==> src/rtl/dallanma_cozucu.sv <==
// dallanma_cozucu: branch resolution unit.
// Keeps an in-order queue of fetch-time predictions. It checks the oldest one
// against the execute-stage outcome, then drives predictor training and
// pipeline flush/redirect.
// Optional macro PERF_SAYAC_EN adds saturating resolve/mispredict counters.
module dallanma_cozucu #(
    parameter int unsigned DERINLIK        = 4,
    parameter int unsigned ADRES_GENISLIGI = 32
) (
    input  logic                       i_saat,
    input  logic                       i_reset_n,
    input  logic                       i_ongoru_gecerli,
    input  logic [ADRES_GENISLIGI-1:0] i_ongoru_adresi,
    input  logic                       i_ongoru_atladi,
    input  logic [ADRES_GENISLIGI-1:0] i_ongoru_hedef,
    output logic                       o_dolu,
    output logic                       o_bos,
    input  logic                       i_coz_gecerli,
    input  logic [31:0]                i_coz_buyruk,
    input  logic [ADRES_GENISLIGI-1:0] i_coz_adresi,
    input  logic                       i_coz_atladi,
    input  logic [ADRES_GENISLIGI-1:0] i_coz_hedef,
    output logic                       o_guncelle_gecerli,
    output logic [31:0]                o_eski_buyruk,
    output logic [ADRES_GENISLIGI-1:0] o_eski_buyruk_adresi,
    output logic                       o_buyruk_atladi,
    output logic [ADRES_GENISLIGI-1:0] o_atlanan_adres,
    output logic                       o_ongoru_yanlis,
    output logic                       o_boru_temizle,
    output logic [ADRES_GENISLIGI-1:0] o_dogru_adres,
`ifdef PERF_SAYAC_EN
    output logic [31:0]                o_cozulen_sayisi,
    output logic [31:0]                o_yanlis_sayisi,
`endif
    output logic                       o_tasma
);

    localparam int unsigned AW = ADRES_GENISLIGI;
    localparam int unsigned BW = 32;
    localparam int unsigned PW = (DERINLIK > 1) ? $clog2(DERINLIK) : 1;
    localparam int unsigned CW = PW + 1;

    logic [AW-1:0] pc_q  [DERINLIK];
    logic [AW-1:0] pc_d  [DERINLIK];
    logic [AW-1:0] tgt_q [DERINLIK];
    logic [AW-1:0] tgt_d [DERINLIK];
    logic          tk_q  [DERINLIK];
    logic          tk_d  [DERINLIK];

    logic [PW-1:0] wr_ptr_q, wr_ptr_d, rd_ptr_q, rd_ptr_d;
    logic [CW-1:0] count_q, count_d;
    logic          tasma_q, tasma_d;

    logic          upd_q, upd_d, yanlis_q, yanlis_d;
    logic [BW-1:0] buyruk_q, buyruk_d;
    logic [AW-1:0] eski_adr_q, eski_adr_d, hedef_q, hedef_d, dogru_q, dogru_d;
    logic          atladi_q, atladi_d;

    logic          dolu_c, bos_c, yanlis_c, push_ok_c, pop_ok_c;
    logic [AW-1:0] bas_pc_c, bas_tgt_c;
    logic          bas_tk_c;

    // Occupancy flags straight from the count
    assign dolu_c = (count_q == CW'(DERINLIK));
    assign bos_c  = (count_q == '0);
    assign o_dolu = dolu_c;
    assign o_bos  = bos_c;

    // Head entry; empty queue reads as not-taken/target 0 with no PC desync
    always_comb begin
        bas_pc_c  = i_coz_adresi;
        bas_tk_c  = 1'b0;
        bas_tgt_c = '0;
        if (!bos_c) begin
            bas_pc_c  = pc_q[rd_ptr_q];
            bas_tk_c  = tk_q[rd_ptr_q];
            bas_tgt_c = tgt_q[rd_ptr_q];
        end
    end

    // Mispredict detection and push/pop qualification
    always_comb begin
        yanlis_c  = i_coz_gecerli &
                    ((bas_tk_c != i_coz_atladi) ||
                     (bas_tk_c && i_coz_atladi && (bas_tgt_c != i_coz_hedef)) ||
                     (bas_pc_c != i_coz_adresi));
        pop_ok_c  = i_coz_gecerli & ~bos_c;
        push_ok_c = i_ongoru_gecerli & ~yanlis_c & (~dolu_c | i_coz_gecerli);
    end

    // Next-state for queue storage, pointers, count and sticky error
    always_comb begin
        pc_d     = pc_q;
        tk_d     = tk_q;
        tgt_d    = tgt_q;
        wr_ptr_d = wr_ptr_q;
        rd_ptr_d = rd_ptr_q;
        count_d  = count_q;
        tasma_d  = tasma_q;

        if ((i_ongoru_gecerli && dolu_c && !i_coz_gecerli) || (i_coz_gecerli && bos_c)) begin
            tasma_d = 1'b1;
        end

        if (yanlis_c) begin
            wr_ptr_d = '0;
            rd_ptr_d = '0;
            count_d  = '0;
        end else begin
            if (push_ok_c) begin
                pc_d[wr_ptr_q]  = i_ongoru_adresi;
                tk_d[wr_ptr_q]  = i_ongoru_atladi;
                tgt_d[wr_ptr_q] = i_ongoru_hedef;
                wr_ptr_d        = PW'(wr_ptr_q + PW'(1));
            end
            if (pop_ok_c) begin
                rd_ptr_d = PW'(rd_ptr_q + PW'(1));
            end
            count_d = CW'(count_q + CW'(push_ok_c) - CW'(pop_ok_c));
        end
    end

    // Next-state for training/redirect outputs; strobes pulse, data holds
    always_comb begin
        upd_d      = i_coz_gecerli;
        yanlis_d   = yanlis_c;
        buyruk_d   = buyruk_q;
        eski_adr_d = eski_adr_q;
        atladi_d   = atladi_q;
        hedef_d    = hedef_q;
        dogru_d    = dogru_q;
        if (i_coz_gecerli) begin
            buyruk_d   = i_coz_buyruk;
            eski_adr_d = i_coz_adresi;
            atladi_d   = i_coz_atladi;
            hedef_d    = i_coz_hedef;
            dogru_d    = i_coz_atladi ? i_coz_hedef : AW'(i_coz_adresi + AW'(4));
        end
    end

    // State registers
    always_ff @(posedge i_saat or negedge i_reset_n) begin
        if (!i_reset_n) begin
            for (int i = 0; i < DERINLIK; i++) begin
                pc_q[i]  <= '0;
                tk_q[i]  <= 1'b0;
                tgt_q[i] <= '0;
            end
            wr_ptr_q   <= '0;
            rd_ptr_q   <= '0;
            count_q    <= '0;
            tasma_q    <= 1'b0;
            upd_q      <= 1'b0;
            yanlis_q   <= 1'b0;
            buyruk_q   <= '0;
            eski_adr_q <= '0;
            atladi_q   <= 1'b0;
            hedef_q    <= '0;
            dogru_q    <= '0;
        end else begin
            pc_q       <= pc_d;
            tk_q       <= tk_d;
            tgt_q      <= tgt_d;
            wr_ptr_q   <= wr_ptr_d;
            rd_ptr_q   <= rd_ptr_d;
            count_q    <= count_d;
            tasma_q    <= tasma_d;
            upd_q      <= upd_d;
            yanlis_q   <= yanlis_d;
            buyruk_q   <= buyruk_d;
            eski_adr_q <= eski_adr_d;
            atladi_q   <= atladi_d;
            hedef_q    <= hedef_d;
            dogru_q    <= dogru_d;
        end
    end

    assign o_guncelle_gecerli   = upd_q;
    assign o_eski_buyruk        = buyruk_q;
    assign o_eski_buyruk_adresi = eski_adr_q;
    assign o_buyruk_atladi      = atladi_q;
    assign o_atlanan_adres      = hedef_q;
    assign o_ongoru_yanlis      = yanlis_q;
    assign o_boru_temizle       = yanlis_q;
    assign o_dogru_adres        = dogru_q;
    assign o_tasma              = tasma_q;

`ifdef PERF_SAYAC_EN
    logic [31:0] cozulen_q, cozulen_d, yanlis_say_q, yanlis_say_d;

    // Saturating resolve and mispredict counters
    always_comb begin
        cozulen_d    = cozulen_q;
        yanlis_say_d = yanlis_say_q;
        if (i_coz_gecerli && (cozulen_q != 32'hFFFF_FFFF)) begin
            cozulen_d = cozulen_q + 32'd1;
        end
        if (yanlis_c && (yanlis_say_q != 32'hFFFF_FFFF)) begin
            yanlis_say_d = yanlis_say_q + 32'd1;
        end
    end

    // Counter registers
    always_ff @(posedge i_saat or negedge i_reset_n) begin
        if (!i_reset_n) begin
            cozulen_q    <= '0;
            yanlis_say_q <= '0;
        end else begin
            cozulen_q    <= cozulen_d;
            yanlis_say_q <= yanlis_say_d;
        end
    end

    assign o_cozulen_sayisi = cozulen_q;
    assign o_yanlis_sayisi  = yanlis_say_q;
`endif

endmodule

==> config.mk <==
export PLATFORM = sky130hd
export DESIGN_NAME = dallanma_cozucu
export DESIGN_NICKNAME = d
export VERILOG_FILES = /design/src/rtl/dallanma_cozucu.sv
export SDC_FILE = /design/constraint.sdc
export NUM_CORES = 1
export LEC_CHECK = 0
export ABC_AREA = 0
export BUFFER_PORTS_ARGS = -buffer_cell sky130_fd_sc_hd__buf_2
export CAP_MARGIN = 40
export CORE_MARGIN = 3
export CORE_UTILIZATION = 35
export CTS_CLUSTER_SIZE = 14
export DETAILED_ROUTE_END_ITERATION = 12
export PLACE_DENSITY_LB_ADDON = 0.05
export SYNTH_ARGS = -nofsm -noshare
export SYNTH_HDL_FRONTEND = slang
export SYNTH_SLANG_ARGS = --single-unit
==> constraint.sdc <==
create_clock -name i_saat -period 8.74 [get_ports i_saat]
set_input_delay 1.748 -clock i_saat [delete_from_list [all_inputs] [get_ports i_saat]]
set_output_delay 1.748 -clock i_saat [all_outputs]
set_load 0.02 [all_outputs]
# After elaboration in Yosys (flattened, before gate mapping)
# Cells that the tools add are included.
[word_totals]
register_bits = 399
inputBits = 166
out_inout_bits = 135
wordCells = 84
[classes]
addsub = 5
magnitude_cmp = 3
n_eq_ne = 4
n_mux = 25
bitwise = 10
reduce_logical = 14
[ops]
columns = ["op", "n"]
rows = [
  ["$bwmux W128", 2],
  ["$mux W32", 8],
  ["$bmux W32 S2", 2],
  ["$demux W32 S2", 1],
  ["$ne A32 B32 Y1", 2],
  ["$add A32 B3 Y32 const B", 1],
  ["$mux W2", 4],
  ["$ge A3 B3 Y1 const B", 2],
  ["$logic_and A1 B1 Y1", 6],
  ["$not A2 Y3", 2],
  ["$add A2 B1 Y2 const B", 2],
  ["$and A1 B1 Y1", 4],
  ["$bwmux W4", 1],
  ["$mux W1", 4],
  ["$reduce_bool A2 Y1", 2],
  ["$add A3 B1 Y3", 1],
  ["$eq A3 B3 Y1 const B", 1],
  ["$logic_not A3 Y1", 1],
  ["$logic_or A1 B1 Y1", 3],
  ["$lt A3 B1 Y1 const B", 1],
  ["$mux W3", 1],
  ["$not A1 Y1", 3],
  ["$sub A3 B1 Y3", 1],
  ["$bmux W1 S2", 1],
  ["other kinds (5)", 5],
]

# Logic depth before layout (Yosys ltp)
# Gate-level depths: netlist of run 1.
[logic_depth]
word_depth = 16
mapped_depth = 20
ltp_nobuf = 17

# Least setup slack after synthesis of run 1
# OpenSTA, ideal clock, no wires.
[synth_path]
path_type = "input to register"
startpoint = "in i_coz_hedef[7]"
endpoint = "reg count_q[2]"
setup_time_ns = 0.125
arrival_ns = 4.731
required_time_ns = 8.615
slack_ns = 3.884
stages = 15
n_path_buf = 0
cell_sequence = "nor4b_1 -> a22oi_1 -> a22o_1 -> or4_1 -> o311ai_4 -> nand2_1 -> nand2b_1 -> ha_1 -> inv_1 -> ha_1 -> inv_1 -> fa_1 -> xor2_1 -> xnor2_1 -> nor2_1"
[synth_between]
elab_chain_cells = 11
[synth_rtl]
columns = ["item", "line_no", "text"]
rows = [
  ["start: declaration", "22", "input logic [ADRES_GENISLIGI-1:0] i_coz_hedef,"],
  ["$ne A32 B32 Y1 *", "85", "(bas_tk_c && i_coz_atladi && (bas_tgt_c != i_coz_hedef)) ||"],
  ["$logic_and A1 B1 Y1 *", "85", ""],
  ["$logic_or A1 B1 Y1 *", "84", "((bas_tk_c != i_coz_atladi) ||"],
  ["$logic_or A1 B1 Y1 *", "85", ""],
  ["$and A1 B1 Y1 *", "83", "yanlis_c = i_coz_gecerli &"],
  ["named net yanlis_c", "59", "logic dolu_c, bos_c, yanlis_c, push_ok_c, pop_ok_c;"],
  ["$not A1 Y1 (no source line)", "-", ""],
  ["$and A1 B1 Y1 (2 in a row)", "88", "push_ok_c = i_ongoru_gecerli & ~yanlis_c & (~dolu_c | i_coz_gecerli);"],
  ["$add A3 B1 Y3", "119", "count_d = CW'(count_q + CW'(push_ok_c) - CW'(pop_ok_c));"],
  ["$sub A3 B1 Y3", "119", ""],
  ["$mux W3 *", "105", "if (yanlis_c) begin"],
  ["named net count_d[2]", "51", "logic [CW-1:0] count_q, count_d;"],
  ["end signal: assignment", "166", "count_q <= count_d;"],
  ["end: declaration", "51", ""],
]
# The timed path passes the listed nets; every way through them passes the cells marked *.
# A chain may end at the register's enable or synchronous reset.

# Worst setup path in the final report of run 1
[layout_path]
startpoint = "reg rd_ptr_q[0]"
endpoint = "reg count_q[2]"
[layout_between]
elab_chain_cells = 16
word_cells_on_any_way = 27
classes_between = "add/sub (2); eq/ne (3); mux (13); bitwise (5); reduce/logical (4)"
[layout_rtl]
columns = ["item", "line_no", "text"]
rows = [
  ["start: declaration", "50", "logic [PW-1:0] wr_ptr_q, wr_ptr_d, rd_ptr_q, rd_ptr_d;"],
  ["start signal: assignment", "165", "rd_ptr_q <= rd_ptr_d;"],
  ["$not A2 Y3 (implied by the code) *", "75, 76, 77", ""],
  ["$bmux W32 S2 or $bmux W1 S2 (tied branches)", "77, 76", ""],
  ["$mux W32 (implied by the code) or $mux W1 (tied branches) (2 in a row)", "77, 76", ""],
  ["$mux W32 or $mux W1 (tied branches)", "74", "if (!bos_c) begin"],
  ["$ne A32 B32 Y1 or $logic_and A1 B1 Y1 (tied branches)", "85", ""],
  ["$logic_and A1 B1 Y1", "85", ""],
  ["$logic_or A1 B1 Y1", "84", ""],
  ["$logic_or A1 B1 Y1 *", "85", ""],
  ["$and A1 B1 Y1 *", "83", ""],
  ["named net yanlis_c", "59", ""],
  ["$not A1 Y1 (no source line)", "-", ""],
  ["$and A1 B1 Y1 (2 in a row)", "88", ""],
  ["$add A3 B1 Y3", "119", ""],
  ["$sub A3 B1 Y3", "119", ""],
  ["$mux W3 *", "105", ""],
  ["named net count_d[2]", "51", ""],
]
# The timed path passes the listed nets; every way through them passes the cells marked *. The select of a mux whose other input is x is not followed.

==> out/metrics.yaml, run 1 <==
outcome:
  status: "completed"
clock_network:
  cts.path.max_buffers: 3
  cts_hold_buf: 0
  cts_resized: 0
  cts_buffers: 47
  h-tree-depth: 2
  cts_setup_buffers: 0
  path_clk_slew_ns: 0.06
  clock_latency_ns: 0.58
  clkSinkCount: 399
  cts_root_buf: "clkbuf_16"
  cts_tree: "built"
power_and_ir_drop:
  vdd_drop_max_uv: 140
  p_per_area_nw_per_um2: 330
  finalPower_mw: 7.60
  p_leak_nw: 10.6
timing:
  finalSetupViolCount: 0
  whs_ns: 0.480
  finalHoldViolations: 0
  clock.fmax_mhz: 179
  finalCriticalPeriod_ns: 5.60
  skew_ns: 0.0205
  drv_slew: 0
  fin_crit_sh_pct: 64.1
  fin_setup_tns_ns: 0
  worstMarginPinSlew_ns: 0.854
  worst_slack_ns: 3.14
  relSlewSlack_pct: 43.1
  rsz0062_at_grt: "no"
drt:
  antenna_left: 0
  firstDrtPassIters: 5
  routed_wl_um: 57700
  drt_iter0_markers: 768
  wire_per_inst_um: 25.1
  via_count: 11795
  drc_errors: 0
  viasPerCell: 5.13
synth:
  yosysSeqAreaShare_pct: 52.0
  synthArstFlopShare_pct: 100
  synth_fp_nets: 1439
  syn_area_um2: 19200
  ys_ff_latch: 399
  synthesis.instances: 1264
  synth.area.top_cells: "dfrtp_1 52%, mux2_4 14%, mux2_2 11%, mux4_2 7.6%, xnor2_1 2.5%"
  yosysTopAreaCell: "dfrtp_1"
  synth_edf_count: 0
  ys_warn_count: 0
  synth_ff_type: "dfrtp_1"
  syn_avg_cell_area_um2: 15.2
  yosysTopAreaCellShare_pct: 52.0
  synth_cell_types: 40
floorplanning:
  core_um2: 54000
  die_area_um2: 57700
  row_count: 85
  die_w_um: 240
  die_height_um: 240
  num_io_pins: 301
  initial_core_util_pct: 35.5
hold_path:
  hold_depth: 1
  hold_class: "reg -> reg"
final_layout:
  final_nets: 1741
  synthToLayoutAreaGrowth_pct: 19.9
  drive_gt1_share_pct: 52.4
  utilization_pct: 42.6
setup_path:
  crit_chain: "buf_4 -> mux4_2 -> o21ai_0 -> a22oi_1 -> a22o_1 -> or4_1 -> o311ai_4 -> nand2_1 -> nand2b_1 -> ha_1 -> inv_1 -> ha_1 -> inv_1 -> fa_1 -> xor2_1 -> xnor2_1 -> nor2_1"
  cp-end-kind: "flip-flop"
  reg2regPathDepth: 17
  arrival_ns: 6.04
  required_ns: 9.19
  crit_type: "reg -> reg"
  max_stage_delay_ns: 0.92
  critPathLaunchType: "flip-flop"
  critPathMaxFanout: 33
  crit_slowest_cell: "dfrtp_4"
placed_design:
  gp_congestion: 0.747
  dp_slack_ns: 3.11
  dp_hpwl_um: 40500
  io_buffers: 300
grt:
  grt_pass1_vias: 12447
  grt_max_degree: 131
  antenna_found_initial: 7
  grt_usage_pct: 20.1
  gr-total-overflow: 0
  grt_pass1_wl_um: 85200
job:
  maxCapViolCount: 0
per-layer routing:
| layer | vias to the layer above | share of wire [%] | wire (um) | GRT usage [%] |
|---|---|---|---|---|
| met3 | 71 | 5.5 | 3190 | 3.51 |
| met1 | 6167 | 47 | 26800 | 28.8 |
| met2 | 315 | 46 | 26400 | 31.4 |
| li1 | 5236 | - | - | - |
| met4 | 6 | 2.2 | 1240 | 5.45 |
| met5 | - | 0.068 | 39 | 0 |
area by class of cell:
class,count,area (um^2)
antenna,2,5.00
clock buffer,76,1460
clock inverter,8,130
fill,4995,31000
inverter,8,30.0
multi-input combinational,784,8690
sequential,399,9990
tap,696,871
timing repair buffer,326,1840
state kept, by name (all words and copies together), names as in the netlist:
name / count
count_q: 3
o_atlanan_adres: 32
o_boru_temizle: 1
o_buyruk_atladi: 1
o_dogru_adres: 32
o_eski_buyruk: 32
o_eski_buyruk_adresi: 32
o_guncelle_gecerli: 1
o_tasma: 1
pc_q: 128
rd_ptr_q: 2
tgt_q: 128
tk_q: 4
wr_ptr_q: 2
power by group:
group          leakage [nW]  internal [mW]  switching, mW
Combinational          5.01           1.54           1.15
Clock                 0.780           1.22          0.792
Sequential             4.85           2.50          0.401
per-stage QoR:
stage / area, um^2 / cells
after CTS: 23000 / 2297
after global placement: 21300 / 2207
after global routing: 23000 / 2298
final: 23000 / 2299
after floorplan: 19200 / 1264
after detailed placement: 21400 / 2213
final timing paths:
| check | from | end | slack [ns] |
|---|---|---|---|
| worst max-delay path | rd_ptr_q[0]$_DFFE_PN0P_ | count_q[2]$_DFF_PN0_ | 3.14 |
| worst min-delay path | o_tasma$_DFFE_PN0P_ | o_tasma$_DFFE_PN0P_ | 0.48 |
| worst max register to register | rd_ptr_q[0]$_DFFE_PN0P_ | count_q[2]$_DFF_PN0_ | 3.14 |
| worst min register to register | o_tasma$_DFFE_PN0P_ | o_tasma$_DFFE_PN0P_ | 0.48 |
| max in group asynchronous | i_reset_n | pc_q[111]$_DFFE_PN0P_ | 6.47 |
| min in group asynchronous | i_reset_n | tgt_q[113]$_DFFE_PN0P_ | 1.10 |
layout by cell type, fill, tap and decap left out, types with 19 or more instances in the layout:
master / n
mux2_4: 184
dfrtp_1: 397
xnor2_1: 54
buf_4: 19
clkbuf_16: 48
nor2_1: 33
mux2_2: 187
mux4_2: 65
buf_2: 298
o21ai_0: 52
nand2_1: 45
nand4_1: 25
xor2_1: 27
critical path: cells and delay by family (launching register included):
family / cells / cell delay (ns)
flops: 1 / 0.92
mux: 1 / 0.64
buf+inv: 3 / 0.64
fa+ha+maj: 3 / 0.81
xor+xnor: 2 / 0.30
simple gates: 4 / 1.19
compound gates: 4 / 0.93
cell usage after synthesis (4+ instances only):
cell,n
mux2_2,187
o21ai_0,52
nor4b_1,14
nor2_1,33
and3_1,7
nand3_1,16
xor2_1,27
dfrtp_1,399
a22oi_1,16
mux2_4,184
mux2_1,16
buf_2,10
buf_6,26
mux4_2,65
clkbuf_1,33
nand4_1,25
inv_1,7
nand2_1,45
a21oi_1,6
a22o_1,4
xnor2_1,54
ha_1,8
kinds of logic (layout without fill, tap and decap cells):
family	count (synthesis)	in the layout	share of synthesized area [%]
compound gates	82	82	2.56
xor+xnor	81	81	3.70
fa+ha+maj	9	9	0.626
buf+inv	81	418	2.69
flops	399	399	52.0
mux	455	455	34.1
other cells	0	2	0
simple gates	157	157	4.31
Power figures use the tool's default switching activity.
==> run 2, diff against run 1 <==
==> constraint.sdc (replaced) <==
create_clock -name i_saat -period 4.95 [get_ports i_saat]
set_input_delay 0.99 -clock i_saat [delete_from_list [all_inputs] [get_ports i_saat]]
set_output_delay 0.99 -clock i_saat [all_outputs]
set_load 0.02 [all_outputs]
==> run 2 against run 1 <==
Against the previous run:
- core utilization grew 0.32 points
- die area is the same
- clock skew shrank 0.0061 ns
==> out/metrics.yaml, run 2 (synthesized netlist as in run 1, its figures left out) <==
outcome:
  status: "completed"
clock_network:
  cts.path.max_buffers: 3
  cts_tree: "built"
  cts_root_buf: "clkbuf_16"
  cts_buffers: 48
  clock_latency_ns: 0.58
  cts_setup_buffers: 0
  h-tree-depth: 2
  path_clk_slew_ns: 0.06
  cts_hold_buf: 0
  clkSinkCount: 399
  cts_resized: 0
power_and_ir_drop:
  p_int_mw: 9.44
  power_frac_comb_pct: 36.0
  seqPwrFrac_pct: 37.1
  p_leak_nw: 10.7
  p_per_area_nw_per_um2: 588
  power_frac_clock_pct: 27.0
  vdd_drop_max_uv: 262
  switching_share_pct: 30.8
  power.switching_mw: 4.20
setup_path:
  cp-end-kind: "flip-flop"
  required_ns: 5.41
  arrival_ns: 5.03
  critPathMaxFanout: 19
  critPathLaunchType: "flip-flop"
  crit_type: "reg -> reg"
timing:
  finalSetupViolCount: 0
  clock.fmax_mhz: 219
  fin_crit_sh_pct: 92.3
  relSlewSlack_pct: 32.3
  rsz0062_at_grt: "no"
  skew_ns: 0.0144
  finalCriticalPeriod_ns: 4.57
  drv_slew: 0
  fin_setup_tns_ns: 0
  worstMarginPinSlew_ns: 1.01
  finalHoldViolations: 0
floorplanning:
  die_height_um: 240
  die_area_um2: 57700
  core_um2: 54000
  num_io_pins: 301
  row_count: 85
  initial_core_util_pct: 35.5
  die_w_um: 240
final_layout:
  reg_top3: "pc_q (128), tgt_q (128)"
  synthToLayoutAreaGrowth_pct: 20.8
  utilization_pct: 42.9
  most-common-layout-cells: "397 x dfrtp_1, 298 x buf_2, 187 x mux2_2"
  fillers: 5018
  final_nets: 1751
  drive_gt1_share_pct: 53.0
  final_common_cell: "dfrtp_1"
job:
  maxCapViolCount: 0
drt:
  firstDrtPassIters: 5
  drt_iter0_markers: 634
  antenna_left: 0
  drc_errors: 0
  wire_per_inst_um: 24.8
  routed_wl_um: 57500
  viasPerCell: 5.11
  via_count: 11828
grt:
  grt_usage_pct: 19.9
  antenna_found_initial: 7
  gr-total-overflow: 0
  grt_pass1_wl_um: 84700
  grt_pass1_vias: 12351
  grt_max_degree: 116
placed_design:
  gp_congestion: 0.754
  dp_hpwl_um: 40400
  io_buffers: 300
hold_path:
  hold_class: "in -> async"
## run 2: cell count changes in the layout (fill, tap and decap cells not counted), sizes merged
cell and delta:
bufinv +1, clkinv +2, diode +1, clkbuf -2
buf +9, inv +1, clkinvlp +2
## run 2: layout make-up
cell class	count	area [um^2]	share of cell area, %
flip-flops and latches	399	9990	43.1
multi-input cells	784	8690	37.5
repair buffers	335	1930	8.34
clock buffers	74	1480	6.38
well taps	696	871	3.76
clock inverters	14	183	0.788
inverters	8	30.0	0.130
diodes	3	7.51	0.0324
## run 2: metal layers
layer / wire length (um) / global-route usage [%] / part of all wire (%)
met5: 27 / 0 / 0.047
met2: 26100 / 30.5 / 45
met1: 27100 / 29.1 / 47
met4: 1230 / 5.48 / 2.1
met3: 2960 / 3.62 / 5.2
## run 2: power groups by stage
stage               Combinational, mW  Clock (mW)  Sequential (mW)
floorplan                        3.62           0             4.99
global placement                 4.87           0             5.09
detailed placement               4.97           0             5.08
CTS                              4.98        3.80             5.05
global route                     5.27        3.93             5.19
finish                           4.90        3.67             5.06
## run 2: path summary, 6_finish.rpt
check,from,cells past startpoint,to,slack [ns]
worst max-delay path,count_q[1]$_DFF_PN0_,17,count_q[2]$_DFF_PN0_,0.38
worst min-delay path,i_reset_n,1,o_eski_buyruk[28]$_DFFE_PN0P_,0.46
worst max register to register,count_q[1]$_DFF_PN0_,17,count_q[2]$_DFF_PN0_,0.38
worst min register to register,o_tasma$_DFFE_PN0P_,1,o_tasma$_DFFE_PN0P_,0.48
max in group asynchronous,i_reset_n,2,o_eski_buyruk_adresi[11]$_DFFE_PN0P_,3.34
min in group i_saat,o_tasma$_DFFE_PN0P_,1,o_tasma$_DFFE_PN0P_,0.48
## run 2: worst max-delay path, cell delays in order (launching register included)
cell	delay [ns]
dfrtp_1	0.43
or3_1	0.48
inv_2	0.33
nor4b_1	0.36
a22oi_1	0.11
a22o_1	0.22
or4_1	0.62
o311ai_4	0.36
nand2_1	0.12
nand2b_1	0.16
ha_1	0.31
inv_1	0.06
ha_1	0.13
inv_1	0.05
fa_1	0.37
xor2_1	0.17
xnor2_1	0.13
nor2_1	0.05
## run 2: through the flow
stage	total power, mW	std cells	hold WS, ns	worst slack (ns)	area (um^2)
2_1_floorplan	8.61	1264	0.459	0.609	19200
3_3_place_gp	9.95	2220	0.455	0.379	21500
3_5_place_dp	10.1	2222	0.470	0.382	21500
4_1_cts	13.8	2310	0.487	0.360	23200
5_1_grt	14.4	2310	0.505	0.0800	23200
6_report	13.6	2313	0.465	0.383	23200
